--- src/rtl/twiddle_gen.sv ---
// Streaming radix-2 FFT twiddle generator: emits W_N^k, k = 0..N/2-1, from one
// quarter-wave cosine table, through a two-stage valid/ready pipeline.
module twiddle_gen #(
  parameter int DATA_W    = 16,
  parameter int LOG2_NMAX = 6
) (
  input  logic                                 clk,
  input  logic                                 rst_n,
  input  logic                                 start,
  input  logic [$clog2(LOG2_NMAX+1)-1:0]       log2_n,
  input  logic                                 inverse,
  output logic                                 busy,
  output logic                                 out_valid,
  input  logic                                 out_ready,
  output logic signed [DATA_W-1:0]             out_re,
  output logic signed [DATA_W-1:0]             out_im,
  output logic [LOG2_NMAX-2:0]                 out_idx,
  output logic                                 out_last
);

  localparam int LN_W = $clog2(LOG2_NMAX + 1);
  localparam int K_W  = LOG2_NMAX - 1;
  localparam int Q    = 1 << (LOG2_NMAX - 2);
  localparam logic [K_W-1:0] R_MASK = K_W'(Q - 1);
  localparam logic [K_W-1:0] Q_K    = K_W'(Q);

  function automatic logic [(Q+1)*DATA_W-1:0] build_cos_tbl();
    logic [(Q+1)*DATA_W-1:0] t;
    real x, term, sum, scale;
    int  v;
    t     = '0;
    scale = real'((1 << (DATA_W - 1)) - 1);
    for (int i = 0; i <= Q; i++) begin
      x    = 3.14159265358979323846 * real'(i) / (2.0 * real'(Q));
      term = 1.0;
      sum  = 1.0;
      for (int n = 1; n <= 16; n++) begin
        term = -term * x * x / real'((2 * n - 1) * (2 * n));
        sum  = sum + term;
      end
      v = $rtoi(sum * scale + 0.5);
      if (v < 0) v = 0;
      if (i == 0) v = (1 << (DATA_W - 1)) - 1;
      if (i == Q) v = 0;
      t[i*DATA_W +: DATA_W] = v[DATA_W-1:0];
    end
    return t;
  endfunction

  localparam logic [(Q+1)*DATA_W-1:0] COS_TBL = build_cos_tbl();

  function automatic logic signed [DATA_W-1:0] tbl(input logic [K_W-1:0] i);
    return COS_TBL[int'(i)*DATA_W +: DATA_W];
  endfunction

  // Entries are never the most negative code, so this cannot overflow.
  function automatic logic signed [DATA_W-1:0] neg_if(input logic signed [DATA_W-1:0] v,
                                                      input logic n);
    return n ? -v : v;
  endfunction

  function automatic logic [LN_W-1:0] clamp_ln(input logic [LN_W-1:0] v);
    if (v < LN_W'(2)) return LN_W'(2);
    if (v > LN_W'(LOG2_NMAX)) return LN_W'(LOG2_NMAX);
    return v;
  endfunction

  typedef enum logic [1:0] {S_IDLE, S_RUN, S_DRAIN} state_e;

  state_e          state_q, state_d;
  logic [K_W-1:0]  k_q, k_d;
  logic [LN_W-1:0] ln_q, ln_d;
  logic            inv_q, inv_d;

  logic            vld_p1_q, quad_p1_q, negim_p1_q, last_p1_q;
  logic [K_W-1:0]  r_p1_q, idx_p1_q;

  logic                     vld_p2_q, last_p2_q;
  logic signed [DATA_W-1:0] re_p2_q, im_p2_q;
  logic [K_W-1:0]           idx_p2_q;

  logic                     en, issue;
  logic [K_W:0]             half_n;
  logic [K_W-1:0]           k_last, m;
  logic [LN_W-1:0]          sh;
  logic signed [DATA_W-1:0] cos_mag, sin_mag;

  assign en     = !vld_p2_q | out_ready;
  assign issue  = (state_q == S_RUN) && en;
  assign half_n = (K_W+1)'(1) << (ln_q - LN_W'(1));
  assign k_last = K_W'(half_n - (K_W+1)'(1));
  assign sh     = LN_W'(LOG2_NMAX) - ln_q;
  assign m      = k_q << sh;

  always_comb begin
    state_d = state_q;
    k_d     = k_q;
    ln_d    = ln_q;
    inv_d   = inv_q;
    case (state_q)
      S_IDLE: begin
        if (start) begin
          state_d = S_RUN;
          k_d     = '0;
          ln_d    = clamp_ln(log2_n);
          inv_d   = inverse;
        end
      end
      S_RUN: begin
        if (en) begin
          if (k_q == k_last) state_d = S_DRAIN;
          else               k_d     = k_q + K_W'(1);
        end
      end
      S_DRAIN: begin
        if (vld_p2_q && out_ready && last_p2_q) state_d = S_IDLE;
      end
      default: state_d = S_IDLE;
    endcase
  end

  always_ff @(posedge clk or negedge rst_n) begin
    if (!rst_n) begin
      state_q <= S_IDLE;
      k_q     <= '0;
      ln_q    <= LN_W'(2);
      inv_q   <= 1'b0;
    end else begin
      state_q <= state_d;
      k_q     <= k_d;
      ln_q    <= ln_d;
      inv_q   <= inv_d;
    end
  end

  // Stage 1: quadrant, offset within quadrant and imaginary sign
  always_ff @(posedge clk or negedge rst_n) begin
    if (!rst_n) begin
      vld_p1_q   <= 1'b0;
      quad_p1_q  <= 1'b0;
      negim_p1_q <= 1'b0;
      last_p1_q  <= 1'b0;
      r_p1_q     <= '0;
      idx_p1_q   <= '0;
    end else if (en) begin
      vld_p1_q   <= issue;
      quad_p1_q  <= m[K_W-1];
      negim_p1_q <= !inv_q;
      last_p1_q  <= (k_q == k_last);
      r_p1_q     <= m & R_MASK;
      idx_p1_q   <= k_q;
    end
  end

  // In the second quadrant cos and sin swap table ends and cos turns negative.
  assign cos_mag = quad_p1_q ? tbl(Q_K - r_p1_q) : tbl(r_p1_q);
  assign sin_mag = quad_p1_q ? tbl(r_p1_q) : tbl(Q_K - r_p1_q);

  // Stage 2: table read and negation into the output registers
  always_ff @(posedge clk or negedge rst_n) begin
    if (!rst_n) begin
      vld_p2_q  <= 1'b0;
      last_p2_q <= 1'b0;
      re_p2_q   <= '0;
      im_p2_q   <= '0;
      idx_p2_q  <= '0;
    end else if (en) begin
      vld_p2_q  <= vld_p1_q;
      last_p2_q <= last_p1_q;
      re_p2_q   <= neg_if(cos_mag, quad_p1_q);
      im_p2_q   <= neg_if(sin_mag, negim_p1_q);
      idx_p2_q  <= idx_p1_q;
    end
  end

  assign busy      = (state_q != S_IDLE);
  assign out_valid = vld_p2_q;
  assign out_re    = re_p2_q;
  assign out_im    = im_p2_q;
  assign out_idx   = idx_p2_q;
  assign out_last  = last_p2_q;

endmodule

--- config.mk ---
export PLATFORM = sky130hd
export DESIGN_NAME = twiddle_gen
export DESIGN_NICKNAME = d
export VERILOG_FILES = /design/src/rtl/twiddle_gen.sv
export SDC_FILE = /design/constraint.sdc
export NUM_CORES = 1
export LEC_CHECK = 0
export CORE_UTILIZATION = 25
export DETAILED_ROUTE_END_ITERATION = 10
export SLEW_MARGIN = 25
export SYNTH_ARGS = -nofsm -noshare
export SYNTH_HDL_FRONTEND = slang
export SYNTH_SLANG_ARGS = --single-unit
--- constraint.sdc ---
create_clock -name clk -period 5.9 [get_ports clk]
set_clock_uncertainty 0.05 [all_clocks]
set_input_delay 1.77 -clock clk [delete_from_list [all_inputs] [get_ports clk]]
set_output_delay 1.77 -clock clk [all_outputs]
set_load 0.01 [all_outputs]
==> results_dict.tcl, run 1 <==
set metrics [dict create \
    status "completed" \
    fin_tns_setup_ns 0 \
    crit_fanout 32 \
    ctsResizeCount 0 \
    timing.rr.start "r_p1_q[0]" \
    grt.overflow.total 0 \
    grt_pass1_wl_mm 22.4 \
    nNetsFinal 654 \
    clockBufferDepth 2 \
    synth-main-ff-cell "dfrtp_1" \
    antenna_found_initial 0 \
    h-tree-depth 3 \
    synthTopCellsByArea "dfrtp_1 (31%), nand2_1 (6.2%), a21oi_1 (5.0%)" \
    asyncSetResetFlopFracSynth_pct 100 \
    crit_start "r_p1_q[0]" \
    max_freq_ghz 0.232 \
    cts_tree "yes" \
    die_w_um 143 \
    fillCellCount 2105 \
    syn_inst 613 \
    layout_commonest_cell "nand2_1" \
    drcViolationCount 0 \
    critical_path_required_ns 6.06 \
    yosys.area.top_type "dfrtp_1" \
    synth_edf_count 0 \
    netlist.area_leader.share_pct 31.3 \
    routed_wire_length_per_instance_um 15.8 \
    antenna_cells 0 \
    cts_hold_buf 0 \
    ys_ff_latch 63 \
    gp_congestion 0.923 \
    clkTransAtPathRegs_ns 0.05 \
    cp_cell_sequence "inv_1, ha_2, xor2_1, mux2i_1, mux2i_1, a22oi_1, nand4_2, o41ai_2, xor2_1, a21oi_1" \
    numCtsBuffers 9 \
    rsz0062_at_grt "false" \
    tightest_slew_ns 1.04 \
    routed_wl_mm 14.2 \
    cts_post_setup_buffers_inserted 0 \
    yosysSeqAreaShare_pct 31.9 \
    cp_slowest_cell "dfrtp_1" \
    end_kind "flop" \
    max_stage_delay_ns 0.92 \
    synth.avg_cell_area_sq_um 8.08 \
    r2r_end "out_im[13]" \
    ys_types 66 \
    syn-num-nets 639 \
    path_buf_inv 1 \
    clock-sinks 63 \
    drv_cap 0 \
    die_h_um 143 \
    drt_iter0_markers 339 \
    critPathKind "reg2reg" \
    critPathTopFamily "compound AO/OA/AOI/OAI gates" \
    arrival_ns 4.47 \
    syn_to_final_growth_pct 17.8 \
    pin_count 48 \
    startpoint_type "flop" \
    grtUsageTotal_pct 14.1 \
    insertion_delay_ns 0.34 \
    drtAntennaViolNets 0 \
    synth_area_sq_um 4950 \
    post-route-period-util_pct 73.1 \
    core_sq_um 19500 \
    vias 4580 \
    min_period_ns 4.31 \
    final_cell_mix "nand2_1 (82), dfrtp_1 (61), nor2_1 (54)" \
    drt-vias-per-instance 5.10 \
    reg2reg_depth 10 \
    setup_viol 0 \
    hold_class "reg2reg" \
    start_util_pct 25.4 \
    slew_viol_final 0 \
    hpwl_mm 10.2 \
    grt_pass1_vias 4227 \
    io_buffer_count 47 \
    first_pass_iters 5 \
    crit_path_end "out_im[13]" \
    grt_max_degree 51 \
    path_depth 10 \
    finalHoldViolations 0 \
    r2r_slack_ns 1.59 \
    max_slew_margin_pct 30.6 \
    drive_gt1_share_pct 8.21 \
    cts-root-buf "clkbuf_16" \
    std_cell_rows 51 \
    yosysWarnings 0 \
    die-area_sq_um 20400 \
]
[layout make-up]
type	count	area, sq um	share of cell area (%)
clock inverter	4	22.5	0.386
timing repair buffer	54	518	8.88
sequential	63	1580	27.1
clock buffer	12	236	4.05
inverter	16	60.1	1.03
tap	265	332	5.68
multi-input combinational	484	3090	52.9
[through the flow]
step	hold WS [ns]	setup slack [ns]	instance area [sq um]	instances	util [%]
after floorplan	0.364	2.43	4950	613	-
after global placement	0.374	1.57	5570	882	28.6
after detailed placement	0.386	1.42	5570	882	28.6
after CTS	0.393	1.41	5830	898	30.0
after global routing	0.416	1.34	5830	898	30.0
final	0.394	1.59	5830	898	30.0
[flip-flops by register name (all words and copies together), names as in the netlist, 2 cells and up]
name and cells:
out_im 16, out_re 16, idx_p1_q 5, k_q 5, out_idx 5, r_p1_q 4
ln_q 3, state_q 2
[cells by family (layout without fill, tap and decap cells)]
kind of cell	Yosys count	in the layout	share of synthesized area [%]
adders and majority gates	18	18	4.55
buffers and inverters	66	86	6.04
xor gates and xnor gates	28	28	4.95
AOI/OAI and AO/OA	185	185	24.7
muxes	21	21	5.18
DFF	63	63	31.9
and+or+nand+nor	232	232	22.7
[worst min-delay path by stage]
stage           from    endpoint  slack, ns  cells after the start
5_1_grt        inv_q  negim_p1_q       0.42                      1
4_1_cts        inv_q  negim_p1_q       0.39                      1
3_5_place_dp   inv_q  negim_p1_q       0.39                      1
2_1_floorplan  inv_q  negim_p1_q       0.36                      1
6_report       inv_q  negim_p1_q       0.39                      1
3_3_place_gp   inv_q  negim_p1_q       0.37                      1
[cell usage after synthesis, drive strengths merged, types with 7 or more instances]
master and number:
a21o 9, a21oi 49, a22oi 10, a31oi 9
and2 7, buf 17, clkbuf 33, dfrtp 62
ha 18, inv 16, mux2 7, mux2i 11
nand2 82, nand2b 14, nand3 16, nand4 8
nor2 55, nor2b 10, nor3 9, o21ai 50
o31ai 7, or2 7, or3 7, xnor2 10
xor2 18
[per-layer routing]
| layer | global-route usage (%) | up-vias | part of all wire (%) |
|---|---|---|---|
| li1 | - | 2216 | - |
| met1 | 19.1 | 2183 | 46 |
| met2 | 21.2 | 154 | 45 |
| met3 | 3.79 | 27 | 6.3 |
| met4 | 5.32 | 0 | 2.2 |
| met5 | 0 | - | 0 |
Power of run 1 is not shown: default switching activity piles up to over one toggle a cycle in this logic, so the estimate is an artifact.
==> run 2: changes to the inputs <==
==> constraint.sdc (replaced) <==
create_clock -name clk -period 4 [get_ports clk]
set_clock_uncertainty 0.05 [all_clocks]
set_input_delay 1.2 -clock clk [delete_from_list [all_inputs] [get_ports clk]]
set_output_delay 1.2 -clock clk [all_outputs]
set_load 0.01 [all_outputs]
==> run 2 against run 1 <==
  * Utilization rose by 0.74 points
  * First-iteration DRC count rose by 48%
  * Non-clock buffer count rose by 11
  * Critical path depth did not move
  * Global-route usage rose by 0.084 points
  * Hold slack got worse by 0.0014 ns
  * Register-to-register slack got worse by 1.3 ns
  * Final cell count rose by 1.2%
  * Critical path type unchanged
  * Largest cell class unchanged
  * Highest routed layer unchanged
==> results_dict.tcl, run 2 (synthesis gave the netlist of run 1 again) <==
set metrics [dict create \
    drtAntennaViolNets 0 \
    cts_post_setup_buffers_inserted 0 \
    hold_class "reg2reg" \
    syn_to_final_growth_pct 20.7 \
    drcViolationCount 0 \
    finalHoldViolations 0 \
    gp_congestion 0.941 \
    end_kind "flop" \
    cts_hold_buf 0 \
    status "completed" \
    crit_fanout 17 \
    tightest_slew_ns 0.803 \
    slew_viol_final 0 \
    cts-root-buf "clkbuf_16" \
    clock-sinks 63 \
    vias 4668 \
    layout_commonest_cell "nand2_1" \
    clkTransAtPathRegs_ns 0.05 \
    clockBufferDepth 2 \
    routed.top_layer "met4" \
    drt-vias-per-instance 5.14 \
    stdcell_count 909 \
    arrival_ns 3.87 \
    wl_met3_um 936 \
    ctsResizeCount 0 \
    pin_count 48 \
    timing.rr.start "r_p1_q[0]" \
    numCtsBuffers 9 \
    final_util_pct 30.7 \
    max_stage_delay_ns 0.59 \
    grt_pass1_vias 4279 \
    start_util_pct 25.4 \
    max_freq_ghz 0.270 \
    cp_slowest_cell "ha_1" \
    routed_wl_mm 14.1 \
    pre_cts_slack_ns 0.463 \
    critical_path_required_ns 4.17 \
    std_cell_rows 51 \
    post-route-period-util_pct 92.6 \
    antenna_found_initial 0 \
    die_h_um 143 \
    drt_iter0_markers 501 \
    place_inst 893 \
    startpoint_type "flop" \
    core_sq_um 19500 \
    grtUsageTotal_pct 14.2 \
    critPathKind "reg2reg" \
    wl_met1_mm 6.61 \
    max_slew_margin_pct 46.5 \
    fin_ws_ns 0.294 \
    crit_start "r_p1_q[0]" \
    hpwl_mm 10.2 \
    antenna_cells 0 \
    grt_max_degree 64 \
    h-tree-depth 3 \
    setup_viol 0 \
    met2_length_mm 6.25 \
    io_buffer_count 47 \
    first_pass_iters 7 \
    die_w_um 143 \
    grt.overflow.total 0 \
    fin_tns_setup_ns 0 \
    routed_wire_length_per_instance_um 15.5 \
    final_cell_mix "nand2_1 (82), dfrtp_1 (62), nor2_1 (54)" \
    cts_tree "yes" \
    nNetsFinal 665 \
    hp-start "inv_q" \
    rsz0062_at_grt "false" \
    min_period_ns 3.71 \
    cp_cell_sequence "inv_1, ha_1, nor3b_1, mux2i_1, o311ai_1, o32ai_1, a2111o_1, or3b_1, nand3_1, o21ai_1" \
    die-area_sq_um 20400 \
    drv_cap 0 \
    drive_gt1_share_pct 9.78 \
    insertion_delay_ns 0.34 \
    grt_pass1_wl_mm 22.5 \
]
run 2: changes by cell type in the layout (fill, tap and decap cells not counted), sizes merged:
cell | previous run | this run
clkinv | 3 | 2
bufinv | 0 | 2
buf | 8 | 19
clkbuf | 12 | 11
run 2: critical path, delay by kind of cell (launching register included):
family,cells,cell delay (ns)
AO/OA/AOI/OAI,4,1.32
flip-flops,1,0.37
multiplexers,1,0.13
adder cells (fa/ha/maj),1,0.59
AND/OR/NAND/NOR,3,0.97
buffers and inverters,1,0.16
run 2: path summary, 6_finish.rpt:
check	slack, ns	to	cells after the start
setup / recovery	0.29	out_re[7]	10
hold / removal	0.39	negim_p1_q	1
setup reg to reg	0.29	out_re[7]	10
hold reg to reg	0.39	negim_p1_q	1
max in group asynchronous	2.38	ln_q[2]	2
min in group asynchronous	0.96	out_re[2]	2
run 2: per-stage QoR:
stage | area, sq um | hold slack [ns]
6_report | 5980 | 0.393
5_1_grt | 5980 | 0.410
4_1_cts | 5980 | 0.399
3_5_place_dp | 5650 | 0.392
3_3_place_gp | 5650 | 0.372
2_1_floorplan | 4950 | 0.364
run 2: cell type report:
type / instances / area, sq um
Clock buffer: 11 / 243
Inverter: 16 / 60.1
Clock inverter: 5 / 81.3
Fill cell: 2045 / 13500
Sequential cell: 63 / 1580
Tap cell: 265 / 332
Timing Repair Buffer: 65 / 601
Multi-Input combinational cell: 484 / 3080
run 2: layer usage:
metal	up-vias	global-route usage, %
met5	-	0
met4	0	4.13
met3	28	3.45
met2	208	21.8
met1	2200	19.5
li1	2232	-
Power of run 2 is left out for the same reason.
==> edit 1: new RTL, config.mk and constraints of run 2 <==
Encoding of `state_e`: now one-hot (3 bits for 3 states).
--- a/src/rtl/twiddle_gen.sv
+++ b/src/rtl/twiddle_gen.sv
@@ -65,7 +65,7 @@
     return v;
   endfunction
 
-  typedef enum logic [1:0] {S_IDLE, S_RUN, S_DRAIN} state_e;
+  typedef enum logic [2:0] {S_IDLE = 3'b001, S_RUN = 3'b010, S_DRAIN = 3'b100} state_e;
 
   state_e          state_q, state_d;
   logic [K_W-1:0]  k_q, k_d;
Formal check against the unedited RTL: no difference found for any inputs over 10 cycles, from zero or initial values and one cycle with rst_n low; not proved beyond that.
==> edit 1 against run 2 <==
Worst setup slack better by 0.10 ns. Routed wire length is 1.4% lower. Critical path depth is 4 higher. Die area decreased by 0.70%. Critical endpoint is now out_im[14]. Sequential cell count up 1. Maximum frequency grew 2.8%. Area after synthesis is 0.71% lower. Via count fell by 2.4%. Hold slack better by 0.021 ns. Largest cell class unchanged. Sequential share of layout area rose by 0.50 points. Design area is 0.23% lower.
==> edit 1: results (changes against run 2) <==
The mean cell area of the mapped netlist came out at 8.32 sq um (was 8.08 sq um). Ranking of synthesized cells by instance count: nand2_1, dfrtp_1, nor2_1 (unchanged). The share of final-layout standard cells stronger than drive strength 1 is 10.9% (was 9.78%), and the cell area after placement is 5650 sq um (about the same). The stage delay of the slowest cell on the critical path is 0.47 ns (was 0.59 ns). The tools report the number of cells in the design after placement as 870 (was 893). The arrival time at the worst endpoint is 3.76 ns (was 3.87 ns), and the overall fraction of global-route tracks in use is 14.2% (about the same). The run gives 617 (was 639) as the post-synth net total. The setup slack of the worst register-to-register path is 0.39 ns (was 0.29 ns). The top fanout value on the critical path is 13 (was 17).

The hold path startpoint was out_idx[0] (was inv_q). The iteration-0 DRC count of the detailed router was 461 (was 501); the total area of multi-input combinational cells was 3030 sq um (was 3080 sq um). The HPWL after detailed placement is 10.2 mm (about the same). Top post-synthesis cells by area: dfrtp_1, nand2_1, ha_1 (was dfrtp_1, nand2_1, a21oi_1). The run finished with clean final reports. The per-cell via count in the routed design was 5.14 (about the same). The sequential cell area in the final layout came out at 1600 sq um (was 1580 sq um). The tools report the wire length of the first global-routing pass as 22.7 mm (was 22.5 mm). The number of library cell types mapped by synthesis was 79 (was 66). The number of cells traversed by the worst hold path was 2 (was 1).

The post-synthesis sequential area ratio was 32.6% (was 31.9%). The non-clock buffer total of the final layout came out at 68 (was 65). The hold path endpoint is out_idx[0] (was negim_p1_q). The worst hold slack across all endpoints was 0.414 ns (was 0.393 ns); the pin count of the biggest net entering global routing was 55 (was 64).

Multi-input gate count: 461 (was 484). The final weighted congestion of routability-driven global placement is 0.895 (was 0.941).
edit 1: cell count changes after synthesis, sizes merged, moves of 5 or more:
cell,run 2,this run
a21oi,49,34
o21ai,50,40
a211oi,3,12
nand2b,14,7
nor3,9,16
xnor2,10,16
xor2,18,12
a31oi,9,14
nor2,55,50
o21a,2,7
o31a,5,0
edit 1: metal layers:
| metal | part of all wire (%) | up-vias | global-route usage (%) |
|---|---|---|---|
| met1 | 47 | 2169 | 19.6 |
| met5 | 0 | - | 0 |
| met4 | 2.1 | 0 | 4.92 |
| met3 | 5.9 | 24 | 2.83 |
| li1 | - | 2204 | - |
| met2 | 45 | 159 | 22.0 |
edit 1: cell families (layout without fill, tap and decap cells):
kind of cell | after synthesis | count (layout) | synth area share [%]
simple gates | 226 | 226 | 22.8
buf+inv | 66 | 101 | 5.75
flops | 64 | 64 | 32.6
xor+xnor | 28 | 28 | 4.99
mux | 17 | 17 | 4.30
compound gates | 172 | 172 | 24.9
fa+ha+maj | 18 | 18 | 4.58
==> edit 2: new RTL, flow settings as in run 2 <==
Without the edit above. Change the parameter `DATA_W` from 16 to 15.
--- a/src/rtl/twiddle_gen.sv
+++ b/src/rtl/twiddle_gen.sv
@@ -1,7 +1,7 @@
 // Streaming radix-2 FFT twiddle generator: emits W_N^k, k = 0..N/2-1, from one
 // quarter-wave cosine table, through a two-stage valid/ready pipeline.
 module twiddle_gen #(
-  parameter int DATA_W    = 16,
+  parameter int DATA_W    = 15,
   parameter int LOG2_NMAX = 6
 ) (
   input  logic                                 clk,
Ports: changed (resized out_im and out_re); port bits go from 48 to 46. The function was not compared with the original's and may differ.
==> edit 2 against run 2 <==
Area after synthesis is 8.6% lower. Non-clock buffer count shrank 3. Routed wire length decreased by 12%. Sequential cell count down 2. Design area down 8.1%. Synthesized cell count is 9.1% lower. Worst setup slack improved by 0.27 ns. First-iteration DRC count down 32%. Cell count is 10% lower. Highest routed layer unchanged.
Power is left out: the tool's default activity adds up to more than one toggle a clock period on the data nets, which glitch-free logic cannot reach.
==> edit 2: results (changes against run 2) <==
The run finished with clean final reports. For the fill cell total of the finished layout, the log shows 1,842 (was 2,045). For the via count of the first global-routing pass, the log shows 3,891 (was 4,279). The fraction of synthesized cell area taken by the top area cell type is 33.2% (was 31.3%), and the number of iterations in the first detailed-routing pass is 4 (was 7). The average detailed-routed wire length per instance is 15.2 um (was 15.5 um), and the tightest slew margin relative to the limit is 48.2% (was 46.5%). The met2 routed wirelength was 5.61 mm (was 6.25 mm); the via count was 4,167 (was 4,668).

The post-synthesis sequential area ratio was 33.7% (was 31.9%). Top post-synthesis cells by area: dfrtp_1, nand2_1, nor2_1 (was dfrtp_1, nand2_1, a21oi_1). Slowest cell on the critical path: o32ai_1 (was ha_1).

For the met2 track demand over resource, the log shows 21.2% (was 21.8%). The top fanout value on the critical path is 20 (was 17). The wire length of the first global-routing pass is 20.4 mm (was 22.5 mm).

The met1 global-route usage is 19.5% (about the same), and the share of final-layout standard cells stronger than drive strength 1 is 10.8% (was 9.78%). Ranking of synthesized cells by instance count: nand2_1, nor2_1, dfrtp_1 (was nand2_1, dfrtp_1, nor2_1). Met3 routing resource usage after global routing: 3.15% (was 3.45%). The setup slack of the worst register-to-register path was 0.56 ns (was 0.29 ns).

The number of input and output port buffers inserted is 45 (was 47). For the detailed-routed wire length on met3, the log shows 626 um (was 936 um). The number of nets in the layout was 613 (was 665). The stage delay of the slowest cell on the critical path came out at 0.41 ns (was 0.59 ns). The post-synth net total was 582 (was 639); the total routed wire length on the met1 layer was 5.99 mm (was 6.61 mm). The tools report the overall fraction of global-route tracks in use as 13.9% (was 14.2%). The logs give 75 (was 66) for the number of library cell types mapped by synthesis and 557 (was 613) for the synthesized instance count.
[edit 2: changes by cell type in the layout (fill, tap and decap cells not counted), moves of 4 or more]
| cell | change |
|---|---|
| a21oi_1 | -12 |
| a22oi_1 | -4 |
| nand2b_1 | -6 |
| nand3_1 | -6 |
| nand4_1 | -4 |
| nor2_1 | +7 |
| nor2b_1 | -4 |
| o21ai_1 | -6 |
| o31a_1 | -4 |
| xor2_1 | -5 |
[edit 2: final timing paths]
check / startpoint / to / cells after the start
worst max-delay path: r_p1_q[1] / out_im[12] / 14
worst min-delay path: inv_q / negim_p1_q / 1
min in group asynchronous: rst_n / out_re[8] / 2
worst max register to register: r_p1_q[1] / out_im[12] / 14
max in group asynchronous: rst_n / r_p1_q[3] / 2
worst min register to register: inv_q / negim_p1_q / 1
[edit 2: cells by family (layout without fill, tap and decap cells)]
logic type / Yosys count / after routing / synth area share, %
AND/OR/NAND/NOR: 212 / 212 / 22.1
AO/OA/AOI/OAI: 163 / 163 / 23.9
flip-flops: 61 / 61 / 33.7
buffers and inverters: 58 / 94 / 5.50
XOR/XNOR: 25 / 25 / 4.84
multiplexers: 21 / 21 / 5.25
adder cells (fa/ha/maj): 17 / 17 / 4.70
[edit 2: final cells by class]
class                      count  share of cell area [%]
clock buffer                  12                    4.67
inverter                      16                    1.09
clock inverter                 4                   0.410
multi-input combinational    438                    50.2
tap                          225                    5.12
sequential                    61                    27.8
timing repair buffer          62                    10.7
[edit 2: stage by stage]
stage          hold WS (ns)  setup WS (ns)  util (%)
2_1_floorplan         0.364          0.897         -
3_3_place_gp          0.372          0.615      29.8
3_5_place_dp          0.386          0.591      29.8
4_1_cts               0.392          0.581      31.4
5_1_grt               0.407          0.277      31.4
6_report              0.386          0.565      31.4
